File: config.mk
export PLATFORM = sky130hd
export DESIGN_NAME = sar_avg_sequencer
export DESIGN_NICKNAME = d
export VERILOG_FILES = /design/src/rtl/sar_avg_sequencer.sv
export SDC_FILE = /design/constraint.sdc
export NUM_CORES = 1
export LEC_CHECK = 0
export ABC_AREA = 0
export BUFFER_PORTS_ARGS = -buffer_cell sky130_fd_sc_hd__buf_4
export CORE_UTILIZATION = 30
export DETAILED_ROUTE_END_ITERATION = 10
export GPL_ROUTABILITY_DRIVEN = 0
export SKIP_CTS_REPAIR_TIMING = 1
export SYNTH_ARGS = -nofsm -noshare
export SYNTH_HDL_FRONTEND = slang
export SYNTH_SLANG_ARGS = --single-unit
File: constraint.sdc
create_clock -name f100m_clk -period 2.6 [get_ports f100m_clk]
set_clock_uncertainty 0.2 [all_clocks]
set_input_delay 0.65 -clock f100m_clk [delete_from_list [all_inputs] [get_ports f100m_clk]]
set_output_delay 0.65 -clock f100m_clk [all_outputs]
set_load 0.005 [all_outputs]
File: src/rtl/sar_avg_sequencer.sv
// sar_avg_sequencer: drives the toggle-handshake SAR controller and averages 2^AVG_LOG2 codes per burst.
// Flags each burst result against a hi/lo threshold window.  rev 1.0
`default_nettype none

module sar_avg_sequencer #(
  parameter int NBITS    = 10,
  parameter int AVG_LOG2 = 2,
  parameter int TIMEOUT  = 255,
  parameter int PERIOD_W = 16
) (
  input  logic                f100m_clk,
  input  logic                rstb,
  input  logic                start,
  input  logic                enable,
  input  logic [PERIOD_W-1:0] period,
  input  logic [NBITS-1:0]    thr_hi,
  input  logic [NBITS-1:0]    thr_lo,
  output logic                sar_soc,
  input  logic                sar_eoc,
  input  logic                sar_err,
  input  logic                sar_warn,
  input  logic [NBITS-1:0]    sar_code,
  output logic                busy,
  output logic                res_valid,
  output logic [NBITS-1:0]    res_data,
  output logic                res_warn,
  output logic                res_above,
  output logic                res_below,
  output logic                err_pulse,
  output logic                tmo_pulse
);

  localparam int ACC_W = NBITS + AVG_LOG2;
  localparam int CNT_W = AVG_LOG2 + 1;
  localparam int WD_W  = (TIMEOUT < 2) ? 1 : $clog2(TIMEOUT + 1);
  localparam logic [CNT_W-1:0] CNT_LAST = CNT_W'((2 ** AVG_LOG2) - 1);
  localparam logic [WD_W-1:0]  WD_INIT  = WD_W'(TIMEOUT);

  typedef enum logic [2:0] {
    IDLE  = 3'd0,
    START = 3'd1,
    WAIT  = 3'd2,
    DONE  = 3'd3,
    GAP   = 3'd4
  } state_t;

  state_t              state;
  logic [ACC_W-1:0]    acc;
  logic [CNT_W-1:0]    cnt;
  logic [WD_W-1:0]     wdog;
  logic [PERIOD_W-1:0] pcnt;
  logic                warn_flag;

  // [0],[1] are the synchroniser, [2] is the history flop for edge detection
  logic [2:0] eoc_sync;
  logic [2:0] err_sync;
  logic [2:0] warn_sync;

  logic             eoc_evt;
  logic             err_evt;
  logic             warn_evt;
  logic [ACC_W-1:0] acc_shift;
  logic [NBITS-1:0] avg;

  assign eoc_evt   = eoc_sync[1]  ^ eoc_sync[2];
  assign err_evt   = err_sync[1]  ^ err_sync[2];
  assign warn_evt  = warn_sync[1] ^ warn_sync[2];
  assign acc_shift = acc >> AVG_LOG2;
  assign avg       = acc_shift[NBITS-1:0];

  always_ff @(posedge f100m_clk or negedge rstb) begin
    if (!rstb) begin
      eoc_sync  <= '0;
      err_sync  <= '0;
      warn_sync <= '0;
    end else begin
      eoc_sync  <= {eoc_sync[1:0],  sar_eoc};
      err_sync  <= {err_sync[1:0],  sar_err};
      warn_sync <= {warn_sync[1:0], sar_warn};
    end
  end

  always_ff @(posedge f100m_clk or negedge rstb) begin
    if (!rstb) begin
      state     <= IDLE;
      acc       <= '0;
      cnt       <= '0;
      wdog      <= '0;
      pcnt      <= '0;
      warn_flag <= 1'b0;
      sar_soc   <= 1'b0;
      busy      <= 1'b0;
      res_valid <= 1'b0;
      res_data  <= '0;
      res_warn  <= 1'b0;
      res_above <= 1'b0;
      res_below <= 1'b0;
      err_pulse <= 1'b0;
      tmo_pulse <= 1'b0;
    end else begin
      res_valid <= 1'b0;
      err_pulse <= 1'b0;
      tmo_pulse <= 1'b0;
      case (state)
        IDLE: begin
          if (start || enable) begin
            acc       <= '0;
            cnt       <= '0;
            warn_flag <= 1'b0;
            busy      <= 1'b1;
            state     <= START;
          end
        end
        START: begin
          sar_soc <= ~sar_soc;
          wdog    <= WD_INIT;
          state   <= WAIT;
        end
        WAIT: begin
          if (warn_evt) begin
            warn_flag <= 1'b1;
          end
          // err beats eoc, eoc beats watchdog expiry
          if (err_evt) begin
            err_pulse <= 1'b1;
            acc       <= '0;
            pcnt      <= period;
            state     <= GAP;
          end else if (eoc_evt) begin
            acc <= acc + ACC_W'(sar_code);
            cnt <= cnt + CNT_W'(1);
            if (cnt == CNT_LAST) begin
              state <= DONE;
            end else begin
              state <= START;
            end
          end else if (wdog == '0) begin
            tmo_pulse <= 1'b1;
            pcnt      <= period;
            state     <= GAP;
          end else begin
            wdog <= wdog - WD_W'(1);
          end
        end
        DONE: begin
          res_valid <= 1'b1;
          res_data  <= avg;
          res_warn  <= warn_flag;
          res_above <= (avg > thr_hi);
          res_below <= (avg < thr_lo);
          pcnt      <= period;
          state     <= GAP;
        end
        GAP: begin
          if (pcnt == '0) begin
            if (enable) begin
              acc       <= '0;
              cnt       <= '0;
              warn_flag <= 1'b0;
              state     <= START;
            end else begin
              busy  <= 1'b0;
              state <= IDLE;
            end
          end else begin
            pcnt <= pcnt - PERIOD_W'(1);
          end
        end
        default: begin
          busy  <= 1'b0;
          state <= IDLE;
        end
      endcase
    end
  end

endmodule

`default_nettype wire

---- After elaboration in Yosys (flattened, before gate mapping) ----
Cells that the tools add are included.
word-level totals
  register bits after elaboration ......... 70
  bits of input ports ..................... 53
  output and inout port bits .............. 18
cells by class
  bitwise gates (word level) .............. 5
  equal/unequal tests ..................... 19
  mux-type cells .......................... 45
  reductions and logical operators ........ 15
  $add $sub $neg .......................... 4
  $lt $le $gt $ge ......................... 2
operator list
  kind                                                                  count
  16-bit two-way mux                                                    4
  12-bit two-way mux                                                    5
  16-bit case mux with 3 select lines                                   1
  12-bit case mux with 3 select lines                                   1
  3-bit two-way mux                                                     10
  8-bit two-way mux                                                     3
  2-bit inequality test, second input constant                          10
  16-bit zero test                                                      1
  8-bit case mux with 2 select lines                                    1
  16-bit by 1-bit subtractor with 16-bit output, second input constant  1
  1-bit two-way mux                                                     15
  3-bit case mux with 5 select lines                                    1
  12-bit by 10-bit adder with 12-bit output                             1
  4-bit AND reduction                                                   3
  10-bit > comparator                                                   1
  10-bit less-than comparator                                           1
  5-bit AND reduction                                                   2
  3-bit by 2-bit == test with 1-bit output, second input constant       3
  3-bit inequality test, second input constant                          3
  3-bit case mux with 3 select lines                                    1
  8-bit zero test                                                       1
  8-bit by 1-bit subtractor with 8-bit output, second input constant    1
  1-bit case mux with 3 select lines                                    2
  6-bit AND reduction                                                   1
  other kinds (13)                                                      17

---- Longest topological paths before layout ----
  depth after elaboration ................. 5
  mapped depth ............................ 9

---- Least setup slack after synthesis ----
Ideal clock, no wire load.
  path type ............................... input to register
  from .................................... input sar_code[0]
  to ...................................... register acc[8]
  data required time ...................... 2.270 ns
  arrival time ............................ 1.942 ns
  setup time .............................. 0.130 ns
  path slack .............................. 0.328 ns
  stages .................................. 7
  buffers on the path ..................... 0
  cell sequence ........................... ha_1 fa_1 a21oi_1 o22ai_1 o22ai_1 mux2i_1 o21ai_0
on the way
  cells in the longest elaborated chain, start to end .. 4
ends and longest elaborated chain
  item                                       RTL line  source
  start: declaration                         22        input logic [NBITS-1:0] sar_code,
  12-bit by 10-bit adder with 12-bit output  130       acc <= acc + ACC_W'(sar_code);
  12-bit two-way mux                         129       end else if (eoc_evt) begin
  12-bit two-way mux                         124       if (err_evt) begin
  12-bit case mux with 3 select lines        104       case (state)
  end signal: assignment                     130
  end: declaration                           48        logic [ACC_W-1:0] acc;
No other way between the ends. The select of a mux whose other input is x is not followed.
A chain may end at the register's enable or synchronous reset.

---- Worst setup path after layout ----
  from .................................... register pcnt[0]
  to ...................................... register acc[0]
on the way
  cells in the longest elaborated chain, start to end .. 3
ends and longest elaborated chain
  item                                    RTL line  source
  start: declaration                      51        logic [PERIOD_W-1:0] pcnt;
  start signal: assignment                127       pcnt <= period;
  start signal: assignment                139       pcnt <= period;
  start signal: assignment                151       pcnt <= period;
  16-bit zero test                        155       if (pcnt == '0) begin
  2-bit inequality test (no source line)  --
  5-bit AND reduction (no source line)    --
No other way between the ends.

==> summary.md <==
| Metric | Value |
|---|---|
| Mapped Area | `~0.004 mm^2` |
| Worst-path maximum fanout | `9` |
| CTS H-tree depth | `3` |
| Ys Warns | `0` |
| Die outline height | `119 um` |
| Pwr per Cell Area | `886 mW/mm^2` |
| Remaining Overflow, GRT | `0` |
| Worst EP arrival | `2340 ps` |
| Hold Violations, Final | `0` |
| Final TNS setup | `0 ps` |
| Synth area leader | `dfrtp_1` |
| Netlist cell types | `60` |
| Sequential share of the synthesized area | `42.6%` |
| Critical path type | `flip-flop to flip-flop` |
| DR DRC count | `0` |
| Worst Path Buf+Inv | `1` |
| Initial antenna violation count | `0` |
| Count leader, synth | `dfrtp_1` |
| Io pins | `~70` |
| Main synth FF type | `dfrtp_1` |
| Max-cap violations | `0` |
| Fillers | `1304` |
| Row cnt | `42` |
| Synth Instances | `443` |
| HP Class | `input port to async pin` |
| Critical Path RT | `2630 ps` |
| Main area contributors after synthesis | `dfrtp_1 43%, ha_1 11%, nand2_1 5.0%, a21oi_1 3.8%, inv_1 3.2%` |
| CP startpoint kind | `flip-flop` |
| CP cell instances | `inv_1 > ha_1 > nor4b_1 > and4_1 > a31o_2 > nand2_1 > a22o_1` |
| Total GRT Usage | `15.7%` |
| Number of nets with antenna violations after routing | `0` |
| Core footprint | `0.0133 mm^2` |
| Critical path's slowest cell | `dfrtp_1` |
| Vias per inst | `5.13` |
| Tmin final | `approximately 2300 ps` |
| Global-route wire length before repair | `17.6 mm` |
| Finished Layout Cells | `708` |
| TritonCTS clock tree | `built` |
| Worst R2R Path Depth | `7` |
| WL final | `10.2 mm` |
| Setup violators final | `0` |
| Clock sink count | `70` |
| Number of diodes | `0` |
| Largest net degree at the start of global routing | `46` |
| Slew Limit Fails | `0` |
| Crit-path max cell delay | `390 ps` |
| Net count after synthesis | `532` |
| CTS Buf Count | `9` |
| HPWL Detailed | `7.60 mm` |
| Synth cell count leaders | `70 x dfrtp_1, 55 x nand2_1, 35 x ha_1, 35 x inv_1, 31 x a21oi_1` |
| EDFF count, synth | `0` |
| Delay-heaviest family, CP | `simple AND/OR/NAND/NOR gates` |
| Vias in the first global route | `3721` |
| Root Buffer | `clkbuf_16` |
| Width of the die | `119 um` |
| I/O Buffers | `70` |
| Ratio of cells with drive above 1 in the final layout | `21.1%` |
| Post-synthesis register bit count | `70` |
| Mean Syn Cell Area | `between 9 and 10 um^2` |
| Via count | `3629` |
| Hold WS | `between 20 and 25 ps` |
| Clock Latency Late Sink | `340 ps` |
| F_max | `between 400 and 500 MHz` |
| RSZ-0062 raised after global routing | `no` |
| Initial drt markers | `~190` |
| Worst-Margin Slew | `~660 ps` |
| Final Cycle Share | `~90%` |
| Setup crit end kind | `flip-flop` |
| Clock Path Buffers | `2` |
| Area growth, synth to finish | `27.0%` |
| Worst-path clk slew | `60 ps` |
| WP depth | `7` |
| DIE AREA | `~0.014 mm^2` |
| Starting Density | `slightly above 30%` |
| Ys async rst share | `100%` |
| DR pass1 iterations | `4` |
| Worst VDD drop | `0.000505 V` |
| Dpl cells | `692` |
| Post-synth top area share | `42.6%` |
| # nets final | `616` |
| WL/cell | `14.5 um` |
| Outcome | `finished clean` |
| Slew HR | `55.8%` |
| P_leak | `around 2.5 nW` |
metal layers:
layer / GRT usage [%] / share of wire, %
met4: 5.06 / 0.96
met3: 4.60 / 3.4
met2: 26.6 / 50
met1: 19.1 / 46
met5: 0 / 0
flip-flops by register name (all words and copies together) (netlist names), 3 cells and up:
signal     count
warn_sync      3
state          3
res_data      10
wdog           8
cnt            3
err_sync       3
eoc_sync       3
acc           12
pcnt          16
path summary, 6_finish.rpt:
path / end / slack, ps / from
setup / recovery: acc[0] / 280 / pcnt[0]
hold / removal: acc[0] / 20 / rstb
setup reg to reg: acc[0] / 280 / pcnt[0]
hold reg to reg: err_sync[1] / 150 / err_sync[0]
max in group asynchronous: wdog[6] / 1610 / rstb
min in group f100m_clk: err_sync[1] / 150 / err_sync[0]
cell type report:
cell class | count | area, um^2 | share of cell area (%)
multi-input cells | 326 | 2180 | 41.6
flip-flops and latches | 70 | 1750 | 33.5
repair buffers | 84 | 643 | 12.3
clock buffers | 12 | 256 | 4.91
well taps | 176 | 220 | 4.21
inverters | 36 | 135 | 2.58
clock inverters | 4 | 45.0 | 0.862
stage by stage:
stage | setup WS, ps | power (mW) | cell area, um^2 | utilization [%]
6_report | 282 | 4.63 | 5230 | 39.3
5_1_grt | 69.1 | 4.99 | 5230 | 39.3
4_1_cts | 282 | 4.68 | 5230 | 39.3
3_5_place_dp | 55.1 | 3.39 | 4930 | 37.1
3_3_place_gp | 89.6 | 3.33 | 4930 | 37.1
2_1_floorplan | 328 | 2.75 | 4120 | -
placed cells by master, fill, tap and decap left out, types with 4 or more instances in the layout:
master,n
buf_4,83
and2_1,4
xnor2_1,6
nand2b_1,4
o31ai_1,7
nor3_1,13
clkbuf_16,9
a22oi_1,4
inv_1,35
a21oi_1,31
dfrtp_1,70
o2bb2ai_1,6
ha_1,35
o22ai_1,6
a31oi_1,12
nand4_1,6
a21o_1,5
and3_1,4
nor2b_1,5
nor4_1,5
nand3_1,22
o21ai_0,20
nand2_1,55
a22o_1,8
xor2_1,9
nor2_1,19
cells by family (layout without fill, tap and decap cells):
| logic type | after synthesis | in the layout | share of synthesized area [%] |
|---|---|---|---|
| buffers and inverters | 47 | 136 | 4.56 |
| xor gates and xnor gates | 15 | 15 | 3.19 |
| adders and majority gates | 36 | 36 | 11.1 |
| DFF | 70 | 70 | 42.6 |
| muxes | 2 | 2 | 0.517 |
| AOI/OAI and AO/OA | 122 | 122 | 19.7 |
| and+or+nand+nor | 151 | 151 | 18.3 |
power by group:
group / internal, mW / switching (mW)
Sequential: 1.39 / 0.279
Combinational: 0.767 / 0.939
Clock: 0.790 / 0.469
Total: 2.94 / 1.69
worst register-to-register path: cells and delay by family (launching register included):
kind	cells	cell delay (ps)
simple gates	3	760
compound gates	2	540
flops	1	390
fa+ha+maj	1	160
buf+inv	1	150
No activity file was read; power rests on OpenSTA's default activity.
